**src/rtl/stopwatch_pkg.sv**
```systemverilog
// Shared definitions for the stopwatch controller: FSM encoding, timing
// defaults, BCD digit geometry and the packed time-of-count layout.
package stopwatch_pkg;

  localparam int unsigned TICK_DIV_DEFAULT = 1000000;
  localparam int unsigned DIGIT_W          = 4;
  localparam int unsigned NUM_DIGITS       = 6;
  localparam int unsigned DISP_W           = DIGIT_W * NUM_DIGITS;
  localparam int unsigned MOD_DEC          = 10;
  localparam int unsigned MOD_SIX          = 6;

  typedef enum logic [1:0] {
    ST_IDLE = 2'd0,
    ST_RUN  = 2'd1,
    ST_STOP = 2'd2,
    ST_LAP  = 2'd3
  } sw_state_e;

  // Displayed/captured time, most significant digit first.
  typedef struct packed {
    logic [DIGIT_W-1:0] m1;
    logic [DIGIT_W-1:0] m0;
    logic [DIGIT_W-1:0] s1;
    logic [DIGIT_W-1:0] s0;
    logic [DIGIT_W-1:0] c1;
    logic [DIGIT_W-1:0] c0;
  } bcd_time_t;

  // Time advances in these states.
  function automatic logic is_active(input sw_state_e s);
    return (s == ST_RUN) || (s == ST_LAP);
  endfunction

endpackage

```
**src/rtl/stopwatch_ctrl_bcd_mod_counter.sv**
```systemverilog
// Single BCD digit counting 0..MODULUS-1.
// Ports: clk, rst_n (async, active-low), clr (sync clear, wins over inc),
//        inc (advance one step), digit (registered value),
//        carry (high when inc would wrap this digit back to 0).
module bcd_mod_counter
  import stopwatch_pkg::*;
#(
  parameter int unsigned MODULUS = MOD_DEC
) (
  input  logic               clk,
  input  logic               rst_n,
  input  logic               clr,
  input  logic               inc,
  output logic [DIGIT_W-1:0] digit,
  output logic               carry
);

  localparam logic [DIGIT_W-1:0] LAST = DIGIT_W'(MODULUS - 1);

  // Carry is the increment of the next digit, so it must be same-cycle.
  assign carry = inc && (digit == LAST);

  // Digit register.
  always_ff @(posedge clk or negedge rst_n) begin
    if (!rst_n) begin
      digit <= '0;
    end else if (clr) begin
      digit <= '0;
    end else if (inc) begin
      digit <= carry ? '0 : digit + DIGIT_W'(1);
    end
  end

endmodule

```
**src/rtl/stopwatch_ctrl.sv**
```systemverilog
// Stopwatch controller: start/stop/lap/clear FSM, 10 ms prescaler, six-digit
// BCD mm:ss.cc count, lap capture and registered display.
// Ports: clk, rst_n (async assert, synchronized release), start_stop/lap/
//        clear (single-cycle pulses), running (RUN or LAP), lap_hold (LAP),
//        overflow (sticky wrap flag), disp ({m1,m0,s1,s0,c1,c0} BCD).
module stopwatch_ctrl
  import stopwatch_pkg::*;
#(
  parameter int unsigned TICK_DIV = TICK_DIV_DEFAULT
) (
  input  logic              clk,
  input  logic              rst_n,
  input  logic              start_stop,
  input  logic              lap,
  input  logic              clear,
  output logic              running,
  output logic              lap_hold,
  output logic              overflow,
  output logic [DISP_W-1:0] disp
);

  localparam int unsigned      PRE_W    = (TICK_DIV > 1) ? $clog2(TICK_DIV) : 1;
  localparam logic [PRE_W-1:0] PRE_LAST = PRE_W'(TICK_DIV - 1);

  logic [1:0]       rst_sync;
  logic             rst_sync_n;
  sw_state_e        state;
  sw_state_e        state_nxt;
  logic             cap_lap;
  logic             clr_all;
  logic             active;
  logic             tick;
  logic [PRE_W-1:0] pre;
  bcd_time_t        count;
  bcd_time_t        lap_reg;

  logic [DIGIT_W-1:0] d_c0, d_c1, d_s0, d_s1, d_m0, d_m1;
  logic               cy_c0, cy_c1, cy_s0, cy_s1, cy_m0, cy_m1;

  // Reset asserts immediately, releases two clocks later; the release window
  // also swallows any button pulse that lands right after deassertion.
  always_ff @(posedge clk or negedge rst_n) begin
    if (!rst_n) rst_sync <= '0;
    else        rst_sync <= {rst_sync[0], 1'b1};
  end
  assign rst_sync_n = rst_sync[1];

  assign active = is_active(state);
  assign tick   = active && (pre == PRE_LAST);

  // Next-state decode; clear only means something in STOP, so elsewhere it
  // cannot mask start_stop or lap.
  always_comb begin
    state_nxt = state;
    cap_lap   = 1'b0;
    clr_all   = 1'b0;
    case (state)
      ST_IDLE: begin
        if (start_stop) state_nxt = ST_RUN;
      end
      ST_RUN: begin
        if (start_stop) begin
          state_nxt = ST_STOP;
        end else if (lap) begin
          state_nxt = ST_LAP;
          cap_lap   = 1'b1;
        end
      end
      ST_LAP: begin
        if (start_stop)  state_nxt = ST_STOP;
        else if (lap)    state_nxt = ST_RUN;
      end
      ST_STOP: begin
        if (clear) begin
          state_nxt = ST_IDLE;
          clr_all   = 1'b1;
        end else if (start_stop) begin
          state_nxt = ST_RUN;
        end
      end
      default: state_nxt = ST_IDLE;
    endcase
  end

  // State, prescaler, lap capture, overflow and output registers.
  always_ff @(posedge clk or negedge rst_sync_n) begin
    if (!rst_sync_n) begin
      state    <= ST_IDLE;
      pre      <= '0;
      lap_reg  <= '0;
      overflow <= 1'b0;
      running  <= 1'b0;
      lap_hold <= 1'b0;
      disp     <= '0;
    end else begin
      state    <= state_nxt;
      running  <= is_active(state_nxt);
      lap_hold <= (state_nxt == ST_LAP);

      // Prescaler holds outside RUN/LAP so a resume keeps the partial tick.
      if (clr_all)     pre <= '0;
      else if (active) pre <= tick ? '0 : pre + PRE_W'(1);

      // Captured before this edge's increment lands in count.
      if (clr_all)      lap_reg <= '0;
      else if (cap_lap) lap_reg <= count;

      if (clr_all)    overflow <= 1'b0;
      else if (cy_m1) overflow <= 1'b1;

      disp <= (state == ST_LAP) ? lap_reg : count;
    end
  end

  // Carry chain cs -> s -> m; the last carry is the 59:59.99 wrap.
  bcd_mod_counter #(.MODULUS(MOD_DEC)) u_c0 (
    .clk(clk), .rst_n(rst_sync_n), .clr(clr_all), .inc(tick),  .digit(d_c0), .carry(cy_c0));
  bcd_mod_counter #(.MODULUS(MOD_DEC)) u_c1 (
    .clk(clk), .rst_n(rst_sync_n), .clr(clr_all), .inc(cy_c0), .digit(d_c1), .carry(cy_c1));
  bcd_mod_counter #(.MODULUS(MOD_DEC)) u_s0 (
    .clk(clk), .rst_n(rst_sync_n), .clr(clr_all), .inc(cy_c1), .digit(d_s0), .carry(cy_s0));
  bcd_mod_counter #(.MODULUS(MOD_SIX)) u_s1 (
    .clk(clk), .rst_n(rst_sync_n), .clr(clr_all), .inc(cy_s0), .digit(d_s1), .carry(cy_s1));
  bcd_mod_counter #(.MODULUS(MOD_DEC)) u_m0 (
    .clk(clk), .rst_n(rst_sync_n), .clr(clr_all), .inc(cy_s1), .digit(d_m0), .carry(cy_m0));
  bcd_mod_counter #(.MODULUS(MOD_SIX)) u_m1 (
    .clk(clk), .rst_n(rst_sync_n), .clr(clr_all), .inc(cy_m0), .digit(d_m1), .carry(cy_m1));

  assign count = {d_m1, d_m0, d_s1, d_s0, d_c1, d_c0};

endmodule

```
**config.mk**
```make
export PLATFORM = sky130hd
export DESIGN_NAME = stopwatch_ctrl
export DESIGN_NICKNAME = d
export VERILOG_FILES = /design/src/rtl/stopwatch_pkg.sv /design/src/rtl/stopwatch_ctrl_bcd_mod_counter.sv /design/src/rtl/stopwatch_ctrl.sv
export SDC_FILE = /design/constraint.sdc
export NUM_CORES = 1
export LEC_CHECK = 0
export ABC_CLOCK_PERIOD_IN_PS = 5700
export CAP_MARGIN = 30
export CORE_ASPECT_RATIO = 2
export CORE_UTILIZATION = 28
export CTS_CLUSTER_SIZE = 28
export DETAILED_ROUTE_END_ITERATION = 8
export GPL_TIMING_DRIVEN = 0
export SYNTH_ARGS = -nofsm -noshare
export SYNTH_HDL_FRONTEND = slang
export SYNTH_HIERARCHICAL = 1
export SYNTH_SLANG_ARGS = --single-unit
```
**constraint.sdc**
```tcl
create_clock -name clk -period 5.7 [get_ports clk]
set_input_delay 0.57 -clock clk [delete_from_list [all_inputs] [get_ports clk]]
set_output_delay 0.57 -clock clk [all_outputs]
set_load 0.005 [all_outputs]
```
==> out/qor.yml <==
outcome: "complete, no violations"
place_area_um2: 5150
wl_per_cell_um: 14.8
syn_nets: 426
crit_path_end_kind: "flop"
viasPerCell: 5.00
mostFrequentLayoutCells: "98 x dfrtp_1, 41 x nand2_1, 31 x clkdlybuf4s50_1"
worstPathMaxFanout: 8
dieArea_um2: 16800
clock_power_share_pct: 30.2
dr.pass1.iters: 4
cpMaxStageDelayCell: "nor3_1"
synth-xor-area-share_pct: 0.579
dp_cells: 642
total_power_mw: 1.94
finalHoldWorstSlack_ns: 0.261
synth_compound_area_share_pct: 15.9
p_per_area_nw_per_um2: 358
reg2reg_depth: 16
start_util_pct: 28.8
tightest_slew_ns: 0.645
die_w_um: 92.0
yosys.area_share.simple_pct: 16.1
pwr-share-seq_pct: 46.2
r2r_slack_ns: 0.97
clockBufferDepth: 2
syn_inst: 408
drt-total-wl_um: 9730
fp-row-count: 65
vias: 3288
ys_seq_area_share_pct: 54.6
cpPeakStageDelay_ns: 0.51
cts_tree: "done"
drv_cap: 0
stdcell_count: 658
async_flop_share_pct: 100
start_kind: "flop"
switching_share_pct: 33.1
p_leak_nw: 2.33
grt_max_degree: 70
drive_gt1_share_pct: 13.3
finalNetCount: 470
clock_sinks: 99
timing.fmax_mhz: 212
io_buffer_count: 31
worstPathRequired_ns: 5.98
pin_count: 32
peakVddDrop_mv: 0.153
drt_iter0_drc: 195
hold_viol: 0
synth_top_family_by_area: "simple AND/OR/NAND/NOR gates"
synthAdderAreaFrac_pct: 3.58
fin_tns_setup_ns: 0
antenna_cells: 0
track_usage_pct: 12.5
ys_seq_elements: 99
clk_pin_slew_worst_paths_ns: 0.07
synth_edf_count: 0
combPwrFrac_pct: 23.6
cts_made_buffers: 9
coreArea_um2: 15800
ant_nets: 0
relSlewSlack_pct: 57.0
num-fill-cells: 1590
period_share_pct: 82.9
gp_routability_congestion: 0.760
cp_cell_sequence: "ha_1 -> nand3_2 -> or3_1 -> nor3_1 -> inv_1 -> nor2_1 -> inv_1 -> nor2_1 -> inv_1 -> nor2_1 -> and2_1 -> inv_1 -> nor2_1 -> nand4_1 -> or3_1 -> a21oi_1"
synthMuxAreaShare_pct: 6.45
post_cts_buffers: 0
synth_ff_type: "dfrtp_1"
hp-class: "reg -> async"
design_area_um2: 5440
ys_warn_count: 6
internal-power_mw: 1.30
antenna_found_initial: 0
syn_avg_cell_area_um2: 11.1
slew_violations: 0
hpwl_um: 6810
cp_data_arrival_time_ns: 5.01
setup_viol: 0
grt_pass1_vias: 3377
synth_cell_types: 52
path_class: "reg -> reg"
clk-insertion-delay-late_ns: 0.35
area_growth_pct: 19.7
ctsHoldBuffers: 0
drc: 0
grt_overflow: 0
p_switching_mw: 0.644
skew_ns: 0.00897
fin_crit_ns: 4.73
rsz0062_at_grt: "false"
die_y_um: 182
final_common_cell: "dfrtp_1"
htreeDepth: 3
postCtsResizedCells: 0
syn_area_um2: 4540
root_buffer: "clkbuf_16"
grt_first_pass_wirelength_um: 16500
stage by stage:
step	worst slack, ns	utilization (%)
6_report	0.974	34.4
5_1_grt	0.385	34.4
4_1_cts	0.921	34.4
3_5_place_dp	0.948	32.6
3_3_place_gp	1.00	32.3
2_1_floorplan	1.95	-
cell type report:
cell class / count / area (um2) / area share, %
clock buffers: 9 / 225 / 4.14
flip-flops and latches: 99 / 2480 / 45.6
repair buffers: 33 / 353 / 6.49
multi-input cells: 278 / 1940 / 35.8
inverters: 17 / 63.8 / 1.17
well taps: 201 / 251 / 4.63
plain buffers: 14 / 58.8 / 1.08
clock inverters: 7 / 58.8 / 1.08
kinds of logic after synthesis:
| family | after synthesis |
|---|---|
| multiplexers | 26 |
| flip-flops | 99 |
| AND/OR/NAND/NOR | 136 |
| adder cells (fa/ha/maj) | 13 |
| buffers and inverters | 31 |
| AO/OA/AOI/OAI | 99 |
| other | 1 |
| XOR/XNOR | 3 |
synthesized netlist by cell type, drive strengths merged (2+ instances only):
master	instances	area, um2
a211o	5	43.8
nor2	19	71.3
or4b	2	23.8
dfrtp	99	2480
or2b	2	15.0
a32o	2	20.0
mux2	26	293
clkbuf	10	37.5
nand3	15	80.1
a31o	2	17.5
nor2b	2	12.5
and4b	4	41.3
ha	13	163
inv	17	63.8
o32ai	2	17.5
nand3b	13	97.6
o31ai	3	36.3
buf	4	21.3
a22o	28	245
nand4	8	50.1
nand2b	4	25.0
and2	3	18.8
a21oi	25	140
nor3	6	30.0
nand2	42	160
and3	3	18.8
or3	10	62.6
o311ai	4	35.0
xor2	2	17.5
a21boi	4	30.0
o21ai	18	90.1
routing by layer:
metal	GRT usage [%]	vias up	wire (um)
met5	0	-	0
met4	5.94	0	224
met3	2.25	11	202
met2	23.4	42	5490
met1	13.2	1662	3820
li1	-	1573	-
power by group through the flow:
stage          logic, mW  registers (mW)  clock network (mW)
2_1_floorplan      0.289           0.894                   0
3_3_place_gp       0.434           0.915                   0
3_5_place_dp       0.464           0.911                   0
4_1_cts            0.467           0.898               0.605
5_1_grt            0.504           0.915               0.630
6_report           0.459           0.899               0.586
path summary, 6_finish.rpt:
path                                       startpoint                        end
worst max-delay path               pre[0]$_DFFE_PN0P_  u_m1/digit[3]$_DFFE_PN0P_
worst min-delay path            rst_sync[1]$_DFF_PN0_    lap_reg[10]$_DFFE_PN0P_
worst max register to register     pre[0]$_DFFE_PN0P_  u_m1/digit[3]$_DFFE_PN0P_
worst min register to register  rst_sync[1]$_DFF_PN0_    lap_reg[10]$_DFFE_PN0P_
max in group asynchronous       rst_sync[1]$_DFF_PN0_         lap_hold$_DFF_PN0_
min in group clk                rst_sync[0]$_DFF_PN0_      rst_sync[1]$_DFF_PN0_
worst max-delay path, delay by kind of cell, from the launching register on:
family / cells / cell delay [ns]
and+or+nand+nor: 10 / 3.32
buffers and inverters: 4 / 0.53
DFF: 1 / 0.43
adders and majority gates: 1 / 0.24
AOI/OAI and AO/OA: 1 / 0.12
Note: power is estimated with default switching activity, not from simulation.
